<file path="src/rtl/booth_pkg.sv">
// Shared types and helpers for the radix-4 Booth multiplier: FSM states,
// recode digit encodings and the iteration-count helper.
package booth_pkg;

  typedef enum logic [1:0] {
    IDLE = 2'd0,
    CALC = 2'd1,
    DONE = 2'd2
  } state_e;

  typedef enum logic [2:0] {
    ZERO = 3'd0,
    P1   = 3'd1,
    P2   = 3'd2,
    M1   = 3'd3,
    M2   = 3'd4
  } digit_e;

  // Operands are extended by two bits, so K = (N+2)/2 radix-4 digits.
  function automatic int calc_iters(input int n);
    return n / 2 + 1;
  endfunction

  function automatic digit_e recode(input logic [2:0] bits);
    case (bits)
      3'b001, 3'b010: return P1;
      3'b011:         return P2;
      3'b100:         return M2;
      3'b101, 3'b110: return M1;
      default:        return ZERO;
    endcase
  endfunction

endpackage

</file>
<file path="src/rtl/booth_r4_recoder.sv">
// Combinational radix-4 Booth recoder: maps {Q[1:0], q_m1} to the W-bit
// addend 0, +M, +2M, -M or -2M (two's complement, modulo 2^W).
module booth_r4_recoder
  import booth_pkg::*;
#(
  parameter int W = 10
) (
  input  logic [2:0]   bits_i,
  input  logic [W-1:0] m_i,
  output logic [W-1:0] addend_o
);

  digit_e digit;

  // NOTE: every output of a combinational block gets a default first so no
  // path through the case statement can infer a latch.
  always_comb begin
    addend_o = '0;
    digit    = recode(bits_i);
    case (digit)
      P1:      addend_o = m_i;
      P2:      addend_o = m_i << 1;
      M1:      addend_o = -m_i;
      M2:      addend_o = -(m_i << 1);
      default: addend_o = '0;
    endcase
  end

endmodule

</file>
<file path="src/rtl/booth_radix4_mul.sv">
// Sequential radix-4 Booth multiplier, signed or unsigned per operation,
// retiring two multiplier bits per cycle with a start/busy/done handshake.
module booth_radix4_mul
  import booth_pkg::*;
#(
  parameter int N = 8
) (
  input  logic           clk,
  input  logic           rst,
  input  logic           start,
  input  logic           signed_mode,
  input  logic [N-1:0]   data_M,
  input  logic [N-1:0]   data_Q,
  output logic           busy,
  output logic           done,
  output logic [2*N-1:0] data_out
);

  localparam int W  = N + 2;
  localparam int K  = calc_iters(N);
  localparam int CW = $clog2(K + 1);

  if ((N % 2) != 0 || N < 4) begin : g_bad_width
    $error("booth_radix4_mul: N must be even and >= 4");
  end

  state_e           state_q, state_d;
  logic [W-1:0]     a_q, a_d;
  logic [W-1:0]     q_q, q_d;
  logic             qm1_q, qm1_d;
  logic [W-1:0]     m_q, m_d;
  logic [CW-1:0]    cnt_q, cnt_d;
  logic [2*N-1:0]   out_q, out_d;

  logic [W-1:0]     m_ext, q_ext;
  logic [W-1:0]     addend, sum;
  logic [W-1:0]     a_sh, q_sh;
  logic [2*W-1:0]   aq_sh;

  // Two extra bits make unsigned operands positive and keep +/-2M exact.
  assign m_ext = signed_mode ? {{2{data_M[N-1]}}, data_M} : {2'b00, data_M};
  assign q_ext = signed_mode ? {{2{data_Q[N-1]}}, data_Q} : {2'b00, data_Q};

  booth_r4_recoder #(.W(W)) u_recoder (
    .bits_i   ({q_q[1:0], qm1_q}),
    .m_i      (m_q),
    .addend_o (addend)
  );

  assign sum   = a_q + addend;
  assign a_sh  = {{2{sum[W-1]}}, sum[W-1:2]};
  assign q_sh  = {sum[1:0], q_q[W-1:2]};
  assign aq_sh = {a_sh, q_sh};

  always_comb begin
    state_d = state_q;
    a_d     = a_q;
    q_d     = q_q;
    qm1_d   = qm1_q;
    m_d     = m_q;
    cnt_d   = cnt_q;
    out_d   = out_q;
    case (state_q)
      IDLE, DONE: begin
        state_d = IDLE;
        if (start) begin
          a_d     = '0;
          q_d     = q_ext;
          qm1_d   = 1'b0;
          m_d     = m_ext;
          cnt_d   = CW'(K);
          state_d = CALC;
        end
      end
      CALC: begin
        a_d   = a_sh;
        q_d   = q_sh;
        qm1_d = q_q[1];
        cnt_d = cnt_q - 1'b1;
        if (cnt_q == CW'(1)) begin
          out_d   = aq_sh[2*N-1:0];
          state_d = DONE;
        end
      end
      default: state_d = IDLE;
    endcase
  end

  // NOTE: state registers use non-blocking assignments so every register
  // samples its next value from the same pre-edge snapshot.
  always_ff @(posedge clk) begin
    if (rst) begin
      state_q <= IDLE;
      a_q     <= '0;
      q_q     <= '0;
      qm1_q   <= 1'b0;
      m_q     <= '0;
      cnt_q   <= '0;
      out_q   <= '0;
    end else begin
      state_q <= state_d;
      a_q     <= a_d;
      q_q     <= q_d;
      qm1_q   <= qm1_d;
      m_q     <= m_d;
      cnt_q   <= cnt_d;
      out_q   <= out_d;
    end
  end

  assign busy     = (state_q == CALC);
  assign done     = (state_q == DONE);
  assign data_out = out_q;

endmodule

</file>
<file path="config.mk">
export PLATFORM = sky130hd
export DESIGN_NAME = booth_radix4_mul
export DESIGN_NICKNAME = d
export VERILOG_FILES = /design/src/rtl/booth_pkg.sv /design/src/rtl/booth_r4_recoder.sv /design/src/rtl/booth_radix4_mul.sv
export SDC_FILE = /design/constraint.sdc
export NUM_CORES = 1
export LEC_CHECK = 0
export ABC_AREA = 1
export CAP_MARGIN = 20
export CORE_AREA = 5 5 81 83
export CTS_CLUSTER_SIZE = 8
export DETAILED_ROUTE_END_ITERATION = 8
export DIE_AREA = 0 0 86 88
export GPL_TIMING_DRIVEN = 1
export PLACE_DENSITY = 0.71
export SKIP_LAST_GASP = 1
export SYNTH_ARGS = -nofsm -noshare
export SYNTH_HDL_FRONTEND = slang
export SYNTH_SLANG_ARGS = --single-unit
</file>
<file path="constraint.sdc">
create_clock -name clk -period 5.6 [get_ports clk]
set_clock_uncertainty 0.05 [all_clocks]
set_input_delay 0.56 -clock clk [delete_from_list [all_inputs] [get_ports clk]]
set_output_delay 0.56 -clock clk [all_outputs]
set_load 0.01 [all_outputs]
</file>
# --- After elaboration in Yosys (flattened, before gate mapping) ---
# Cells that the tools add are included.
word_totals:
  ff_bits: 52
  input_bits: 20
  output_inout_bits: 18
  wordCells: 49
op_classes:
  addsub: 4
  eq_ne: 15
  n_mux: 15
  reduce_logical: 8
op_table:
  columns: ["operator", "n"]
  rows:
  - ["10-bit two-way mux", 4]
  - ["10-bit one-hot mux with 2 select lines", 2]
  - ["10-bit one-hot mux with 4 select lines", 1]
  - ["10-bit negator", 2]
  - ["3-bit by 2-bit == test with 1-bit output, second input constant", 4]
  - ["3-bit == test, second input constant", 4]
  - ["3-bit one-hot mux with 4 select lines", 1]
  - ["10-bit adder", 1]
  - ["3-bit by 1-bit == test with 1-bit output, second input constant", 3]
  - ["3-bit one-hot mux with 2 select lines", 1]
  - ["2-bit AND reduction", 3]
  - ["2-bit OR reduction", 3]
  - ["2-bit one-hot mux with 2 select lines", 1]
  - ["3-bit two-way mux", 1]
  - ["3-bit by 1-bit subtractor with 3-bit output, second input constant", 1]
  - ["2-bit by 1-bit == test with 1-bit output, second input constant", 1]
  - ["2-bit == test, second input constant", 1]
  - ["2-bit logical NOT", 1]
  - ["1-bit two-way mux", 2]
  - ["2-bit two-way mux", 1]
  - ["2-bit by 1-bit inequality test with 1-bit output, second input constant", 1]
  - ["2-bit inequality test, second input constant", 1]
  - ["1-bit one-hot mux with 2 select lines", 1]
  - ["2-bit nonzero test", 1]

# --- Logic depth before layout (Yosys ltp) ---
# Gate-level depths: netlist (run 1).
depth:
  ltp_word: 7
  depth_mapped: 19

# --- Hierarchy ---
# From an unflattened synthesis (run 1), not the netlist that was laid out.
hier_totals:
  hier_cells: 409
  hier_area_um2: 2900.3
modules_own_cells:
  columns: ["module", "n_inst", "cells_per_inst", "area_per_inst_um2"]
  rows:
  - ["booth_radix4_mul", 1, 302, 2318.5]
  - ["booth_r4_recoder", 1, 107, 581.8]

# --- Worst setup path before layout (run 1) ---
# OpenSTA, ideal clock, no wires.
synth_path:
  path_type: "register to register"
  startpoint: "reg m_q[0]"
  endpoint: "reg a_q[8]"
  setup_ps: 131
  arrival_time_ps: 2351
  required_ps: 5419
  slack_ps: 3068
  stages_incl_launch_ff: 19
  path_buffers: 0
  synth_period_minus_slack_ps: 2532
  cell_sequence: "dfxtp_1 inv_1 ha_1 nand3_2 inv_1 nand2_1 nand2_1 nand2_1 nor3_1 a211o_1 ha_1 inv_1 nor3_1 nand2_1 nor2_1 nand3b_1 nand3_2 nand3_2 a21oi_2"
synth_via:
  elab_chain_cells: 4
  elab_cells_between_ends: 5
  classes_between: "add/sub: 3; mux: 2"
synth_lines:
  columns: ["element", "line", "rtl"]
  rows:
  - ["start: declaration", "booth_radix4_mul.sv:31", "logic [W-1:0] m_q, m_d;"]
  - ["start signal: assignment", "booth_radix4_mul.sv:105", "m_q <= m_d;"]
  - ["10-bit negator (on tied branches)", "booth_r4_recoder.sv:23, booth_r4_recoder.sv:24", null]
  - ["10-bit one-hot mux with 4 select lines *", "booth_r4_recoder.sv:20", "case (digit)"]
  - ["10-bit adder *", "booth_radix4_mul.sv:50", "assign sum = a_q + addend;"]
  - ["10-bit one-hot mux with 2 select lines *", "booth_radix4_mul.sv:63", "case (state_q)"]
  - ["end signal: assignment", "booth_radix4_mul.sv:94", "a_q <= '0;"]
  - ["end signal: assignment", "booth_radix4_mul.sv:102", "a_q <= a_d;"]
  - ["end: declaration", "booth_radix4_mul.sv:28", "logic [W-1:0] a_q, a_d;"]
# Mark *: on every way between the ends. The rest lies on a longest branch, timed or not.
# A chain may end at the register's enable or synchronous reset.

# --- Final worst setup path (run 1) ---
# Ends and elaborated chain as after synthesis.

==> metrics.txt, run 1 <==
minimum clock period=2.89 ns; total number of vias=2565; area share of the largest cell type after synthesis=35.7%; Most used DFF post-synth=dfxtp_1; Setup CP Type=reg2reg; CORE AREA=5780 um^2; die width=86 um; unrepaired setup endpoints after global routing=false; crit share post-route=51.7%; area grow syn2layout=19.1%; Critical Path Start=m_q[0]; I/O Pins=38; FF-to-FF Start=m_q[0]; layout cells sized above 1=9.95%; DRT iter0 DRCs=153; largest net degree at the start of global routing=29; Startpoint Class=flop; worst setup path endpoint=a_q[8]; Peak VDD IR=0.000179 V; worst reg2reg path depth=18; syn_nets=412; IO buf count=37; status=finished, final reports clean; Pleak=1.35 nW; grt total ovfl=0; Worst R2R End=a_q[8]; Worst EP arrival=3.00 ns; Cell Chain, Critical Path=inv_1 -> ha_1 -> nand3_2 -> inv_1 -> nand2_1 -> nand2_1 -> nand2_1 -> nor3_1 -> a211o_1 -> ha_1 -> inv_1 -> nor3_1 -> nand2_1 -> nor2_1 -> nand3b_1 -> nand3_2 -> nand3_2 -> a21oi_2; cts bufs inserted=5; multi-input combinational cell area=1550 um^2; DR DRC count=0; PwrDens=264 nW/um^2; worst hold path type=reg2reg; die height=88 um; CTS Hold Bufs=0; vias in the first global route=2531; sum of negative setup slack=0 ns; CP most frequent cell=nand2_1; CTS Buffer Depth=2; first-pass GRT wire length=11500 um; hpwl dp=4980 um; required time of the worst setup path=5.71 ns; CTS resizes=0; post-synthesis cell area=2750 um^2; worst-margin pin slew=0.929 ns; EDFF count, synth=0; Fmax achieved=345 MHz; final hold vios=0; max_cap viols=0; ys async rst share=0%; sequential-to-total area share from yosys stat=35.7%; CP peak stage delay=0.42 ns; fillcell total=576; Root Buffer=clkbuf_8; Synthesis Warnings=0; register bit total from synthesis=49; register area=981 um^2; count of cell types in the netlist=40; die area=7570 um^2; post-CTS setup buffers=0; Synth Area per Inst=7.26 um^2; post-route ant nets=0; wire per inst=13.7 um; global placer's final weighted congestion=0.892; cell taking the most area after synthesis=dfxtp_1; CTS H-Tree Depth=2; nets@finish=444; slowest stage cell, crit path=dfxtp_1; n_diodes=0; register clock-pin slew on the reported worst setup and hold paths=0.09 ns; first-pass iteration count of the detailed router=5; standard-cell rows=28; CTS tree=built; initial antenna violation count=0; Routed Wire Length=6680 um; CP Capture Type=flop; fin. max-slew vios=0; Post-synth top cells=nand2_1, dfxtp_1, inv_1; slew margin rel.=37.9%; vias per inst=5.27; Crit Path Max Fanout=4; R2R setup slack=2.71 ns; most common cell in the netlist=nand2_1; Post-Synthesis Cells=379; starting density of the core=47.6%; final setup fails=0; Synth area leaders=dfxtp_1, nand2_1, ha_1, inv_1, nor2_1; GRT Overall Usage=18.8%; total clock sinks=49; clk_lat worst skew=0.30 ns; total chip power=0.865 mW
layout make-up:
| cell class | count | area share [%] |
|---|---|---|
| inverter | 45 | 5.16 |
| tap | 75 | 2.86 |
| clock inverter | 1 | 0.917 |
| timing repair buffer | 37 | 11.3 |
| clock buffer | 7 | 2.64 |
| sequential | 49 | 29.9 |
| multi-input combinational | 273 | 47.2 |
cell families after synthesis:
group / after synthesis / share of synthesized area, %
buf+inv: 57 / 8.14
flops: 49 / 35.7
fa+ha+maj: 13 / 6.19
simple gates: 170 / 28.8
xor+xnor: 7 / 2.23
compound gates: 83 / 19.0
worst max-delay path, delay by kind of cell (launching register included):
kind	cells	cell delay, ns
compound gates	2	0.28
flops	1	0.42
fa+ha+maj	2	0.57
simple gates	11	1.13
buf+inv	3	0.27
power breakdown:
group | internal, mW | total (mW) | switching (mW)
sequential | 0.372 | 0.391 | 0.0197
combinational | 0.0801 | 0.211 | 0.131
clock | 0.146 | 0.263 | 0.117
placed cells by master, fill, tap and decap left out, drive strengths merged, types with 9 or more instances in the layout:
cell type	count
nand2	90
dfxtp	49
inv	44
nor2	42
clkdlybuf4s50	37
a21oi	28
nand3	27
o21ai	25
ha	12
nor3	9
through the flow:
stage | std cells | area [um^2] | util, % | hold WS (ns) | setup WS, ns
after global placement | 479 | 3160 | 54.7 | 0.406 | 2.59
after detailed placement | 479 | 3160 | 54.7 | 0.413 | 2.51
after floorplan | 379 | 2750 | - | 0.394 | 3.07
after CTS | 487 | 3280 | 56.7 | 0.426 | 2.69
final | 487 | 3280 | 56.7 | 0.423 | 2.71
after global routing | 487 | 3280 | 56.7 | 0.446 | 2.43
worst min path at each step:
stage	startpoint	to	slack, ns	cells past startpoint
CTS	a_q[0]	a_q[0]	0.43	2
finish	a_q[4]	a_q[4]	0.42	2
floorplan	a_q[0]	a_q[0]	0.39	2
global route	a_q[0]	a_q[0]	0.45	2
detailed placement	a_q[0]	a_q[0]	0.41	2
global placement	a_q[0]	a_q[0]	0.41	2
registers in the layout, summed over array words and instances, names as in the netlist:
| name | flops |
|---|---|
| a_q | 8 |
| cnt_q | 3 |
| data_out | 16 |
| m_q | 9 |
| q_q | 10 |
| qm1_q | 1 |
| state_q | 2 |
per-layer routing:
| metal | vias to the layer above | global-route usage (%) | wire length, um |
|---|---|---|---|
| li1 | 1325 | - | - |
| met1 | 1175 | 24.5 | 3120 |
| met2 | 54 | 30.8 | 3120 |
| met3 | 11 | 3.57 | 325 |
| met4 | 0 | 7.05 | 112 |
| met5 | - | 0 | 0 |
No activity file was read; power rests on OpenSTA's default activity.
==> run 2: changes to the inputs <==
--- a/config.mk
+++ b/config.mk
@@ -12,7 +12,7 @@
 export DETAILED_ROUTE_END_ITERATION = 8
 export DIE_AREA = 0 0 86 88
 export GPL_TIMING_DRIVEN = 1
-export PLACE_DENSITY = 0.71
+export PLACE_DENSITY = 0.73
 export SKIP_LAST_GASP = 1
 export SYNTH_ARGS = -nofsm -noshare
 export SYNTH_HDL_FRONTEND = slang
==> constraint.sdc (replaced) <==
create_clock -name clk -period 2.4 [get_ports clk]
set_clock_uncertainty 0.05 [all_clocks]
set_input_delay 0.24 -clock clk [delete_from_list [all_inputs] [get_ports clk]]
set_output_delay 0.24 -clock clk [all_outputs]
set_load 0.01 [all_outputs]
==> run 2 against run 1 <==
  * The run now ends with negative setup slack left
  * Via count increased by 14%
  * Register-to-register slack worse by 2.9 ns
  * Global-route usage up 2.5 points
  * Routed wire length is 22% higher
  * Sequential cell count is the same
  * First-iteration DRC count increased by 24%
  * Count of clock-buffer cells in the layout fell by 1
  * Combinational power increased to 3.8 times the previous value
  * Sequential share of layout area fell by 5.4 points
  * Clock power increased by 100%
  * Cell area increased by 23%
  * Total power grew to 2.6 times the previous value
  * Critical path type unchanged
  * Largest cell class unchanged
  * Largest power group unchanged
  * Highest routed layer unchanged
==> metrics.txt, run 2 (same netlist as run 1, synthesis figures left out) <==
CTS tree=built (unchanged); first-pass iteration count of the detailed router=5 (unchanged); Post-Place Cell Area=3600 um^2 (was 3160 um^2); clk_lat worst skew=0.30 ns (about the same); wire per inst=14.8 um (was 13.7 um); worst hold path type=reg2reg (unchanged); final core utilization=69.5% (was 56.7%); IO buf count=37 (unchanged); CTS H-Tree Depth=2 (unchanged); failing checks=negative setup slack; register clock-pin slew on the reported worst setup and hold paths=0.10 ns (was 0.09 ns); CORE AREA=5780 um^2 (unchanged); Pleak=1.69 nW (was 1.35 nW); PwrDens=559 nW/um^2 (was 264 nW/um^2); fillcell total=468 (was 576); global placer's final weighted congestion=0.888 (was 0.892); post-route ant nets=0 (unchanged); register area=988 um^2 (was 981 um^2); die width=86 um (unchanged); total number of vias=2921 (was 2565); largest net degree at the start of global routing=27 (was 29); Critical Path Start=m_q[2] (was m_q[0]); slew margin rel.=65.1% (was 37.9%); multi-input combinational cell area=1800 um^2 (was 1550 um^2); worst setup path endpoint=a_q[8] (unchanged); Root Buffer=clkbuf_8 (unchanged); fin. max-slew vios=0 (unchanged); required time of the worst setup path=2.55 ns (was 5.71 ns); layout cells sized above 1=32.4% (was 9.95%); DRT iter0 DRCs=189 (was 153); vias in the first global route=2907 (was 2531); worst reg2reg path depth=17 (was 18); dpl cells=533 (was 479); Fmax achieved=393 MHz (was 345 MHz); Setup CP Type=reg2reg (unchanged); nets@finish=507 (was 444); crit share post-route=106% (was 51.7%); die height=88 um (unchanged); Comb power frac=35.3% (was 24.3%); CTS Buffer Depth=2 (unchanged); vias per inst=5.31 (was 5.27); smallest setup slack after layout=-0.147 ns (was 2.71 ns); final hold slack=0.418 ns (was 0.423 ns); FF-to-FF Start=m_q[2] (was m_q[0]); max reg flops=16 (unchanged); status=finished, violations left (was finished, final reports clean); cts bufs inserted=5 (unchanged); area grow syn2layout=46.2% (was 19.1%); Pint=1.49 mW (was 0.598 mW); starting density of the core=47.6% (unchanged); die area=7570 um^2 (unchanged); Peak VDD IR=0.000409 V (was 0.000179 V); standard-cell rows=28 (unchanged); initial antenna violation count=0 (unchanged); worst-margin pin slew=0.523 ns (was 0.929 ns); final setup fails=6 (was 0); switching power=0.755 mW (was 0.268 mW); sum of negative setup slack=-0.482 ns (was 0 ns); GRT Overall Usage=21.3% (was 18.8%); CP Capture Type=flop (unchanged); Crit Path Max Fanout=4 (unchanged); unrepaired setup endpoints after global routing=true (was false); I/O Pins=38 (unchanged); first-pass GRT wire length=12900 um (was 11500 um); final hold vios=0 (unchanged); Place WS=-0.256 ns (was 2.51 ns); fin cells=550 (was 487); hpwl dp=5700 um (was 4980 um); total chip power=2.25 mW (was 0.865 mW); max_cap viols=0 (unchanged); most frequent cells in the layout=nand2_1, buf_4, dfxtp_1 (was nand2_1, dfxtp_1, clkdlybuf4s50_1); sw frac=33.6% (was 30.9%); clock power share=23.8% (was 30.4%); Routed Wire Length=8140 um (was 6680 um); R2R setup slack=-0.15 ns (was 2.71 ns); Worst R2R End=a_q[8] (unchanged); Startpoint Class=flop (unchanged); finished layout cell area=4020 um^2 (was 3280 um^2); n_diodes=0 (unchanged); grt total ovfl=0 (unchanged); Worst EP arrival=2.70 ns (was 3.00 ns); DR DRC count=0 (unchanged); minimum clock period=2.55 ns (was 2.89 ns); commonest non-fill, non-tap cell in the layout=nand2_1 (unchanged); total clock sinks=49 (unchanged); sequential group share of total power=40.9% (was 45.2%)
-- run 2: power groups by stage --
stage	Clock [mW]	Sequential, mW	Combinational (mW)
floorplan	0	0.926	0.362
global placement	0	0.928	0.643
detailed placement	0	0.930	0.651
CTS	0.544	0.914	0.709
global route	0.575	0.924	0.862
finish	0.534	0.918	0.794
-- run 2: per-layer routing --
layer	GRT usage (%)	up-vias	part of all wire, %
met1	25.7	1381	43
met2	39.4	71	52
met3	3.01	15	3.7
li1	-	1454	-
met4	5.76	0	1.8
met5	0	-	0
-- run 2: final cells by class --
cell class | instances | share of cell area, %
Multi-Input combinational cell | 273 | 44.9
Sequential cell | 49 | 24.6
Timing Repair Buffer | 100 | 21.3
Inverter | 45 | 4.45
Tap cell | 75 | 2.33
Clock buffer | 6 | 2.05
Clock inverter | 2 | 0.436
-- run 2: how the worst min path moves through the flow --
stage,from,to,slack [ns],cells past startpoint
final,data_out[10],data_out[10],0.42,2
after global routing,data_out[14],data_out[14],0.45,2
after CTS,data_out[10],data_out[10],0.43,2
after detailed placement,data_out[10],data_out[10],0.41,2
after global placement,a_q[0],a_q[0],0.40,2
after floorplan,rst,state_q[1],0.27,1
-- run 2: timing repair --
item / CTS / global route
endpoints found under the setup margin: 12 / 13
gates resized for setup: 26 / 36
setup buffers: 4 / 5
hold buffers: 0 / 0
pin swaps: 21 / 24
cloned: 0 / 0
-- run 2: worst max-delay path, cell delays in order, from the launching register on --
cell and delay [ns]:
dfxtp_2 0.34, inv_2 0.07, buf_4 0.16, nand3_4 0.10, buf_4 0.15, nor2_1 0.11, nand2_1 0.09, nand3_2 0.08
o2111ai_2 0.11, ha_1 0.32, inv_2 0.06, nor3_4 0.17, nand2_1 0.11, nor2_2 0.13, nand3b_1 0.16, nand3_2 0.11
nand3_2 0.07, a21oi_2 0.05
==> run 3: changes to the inputs <==
--- a/config.mk
+++ b/config.mk
@@ -8,6 +8,7 @@
 export ABC_AREA = 1
 export CAP_MARGIN = 20
 export CORE_AREA = 5 5 81 83
+export CTS_BUF_LIST = sky130_fd_sc_hd__clkbuf_8
 export CTS_CLUSTER_SIZE = 8
 export DETAILED_ROUTE_END_ITERATION = 8
 export DIE_AREA = 0 0 86 88
==> results of run 3 <==
The final DEF is identical to that of run 2; final timing and power are the same.
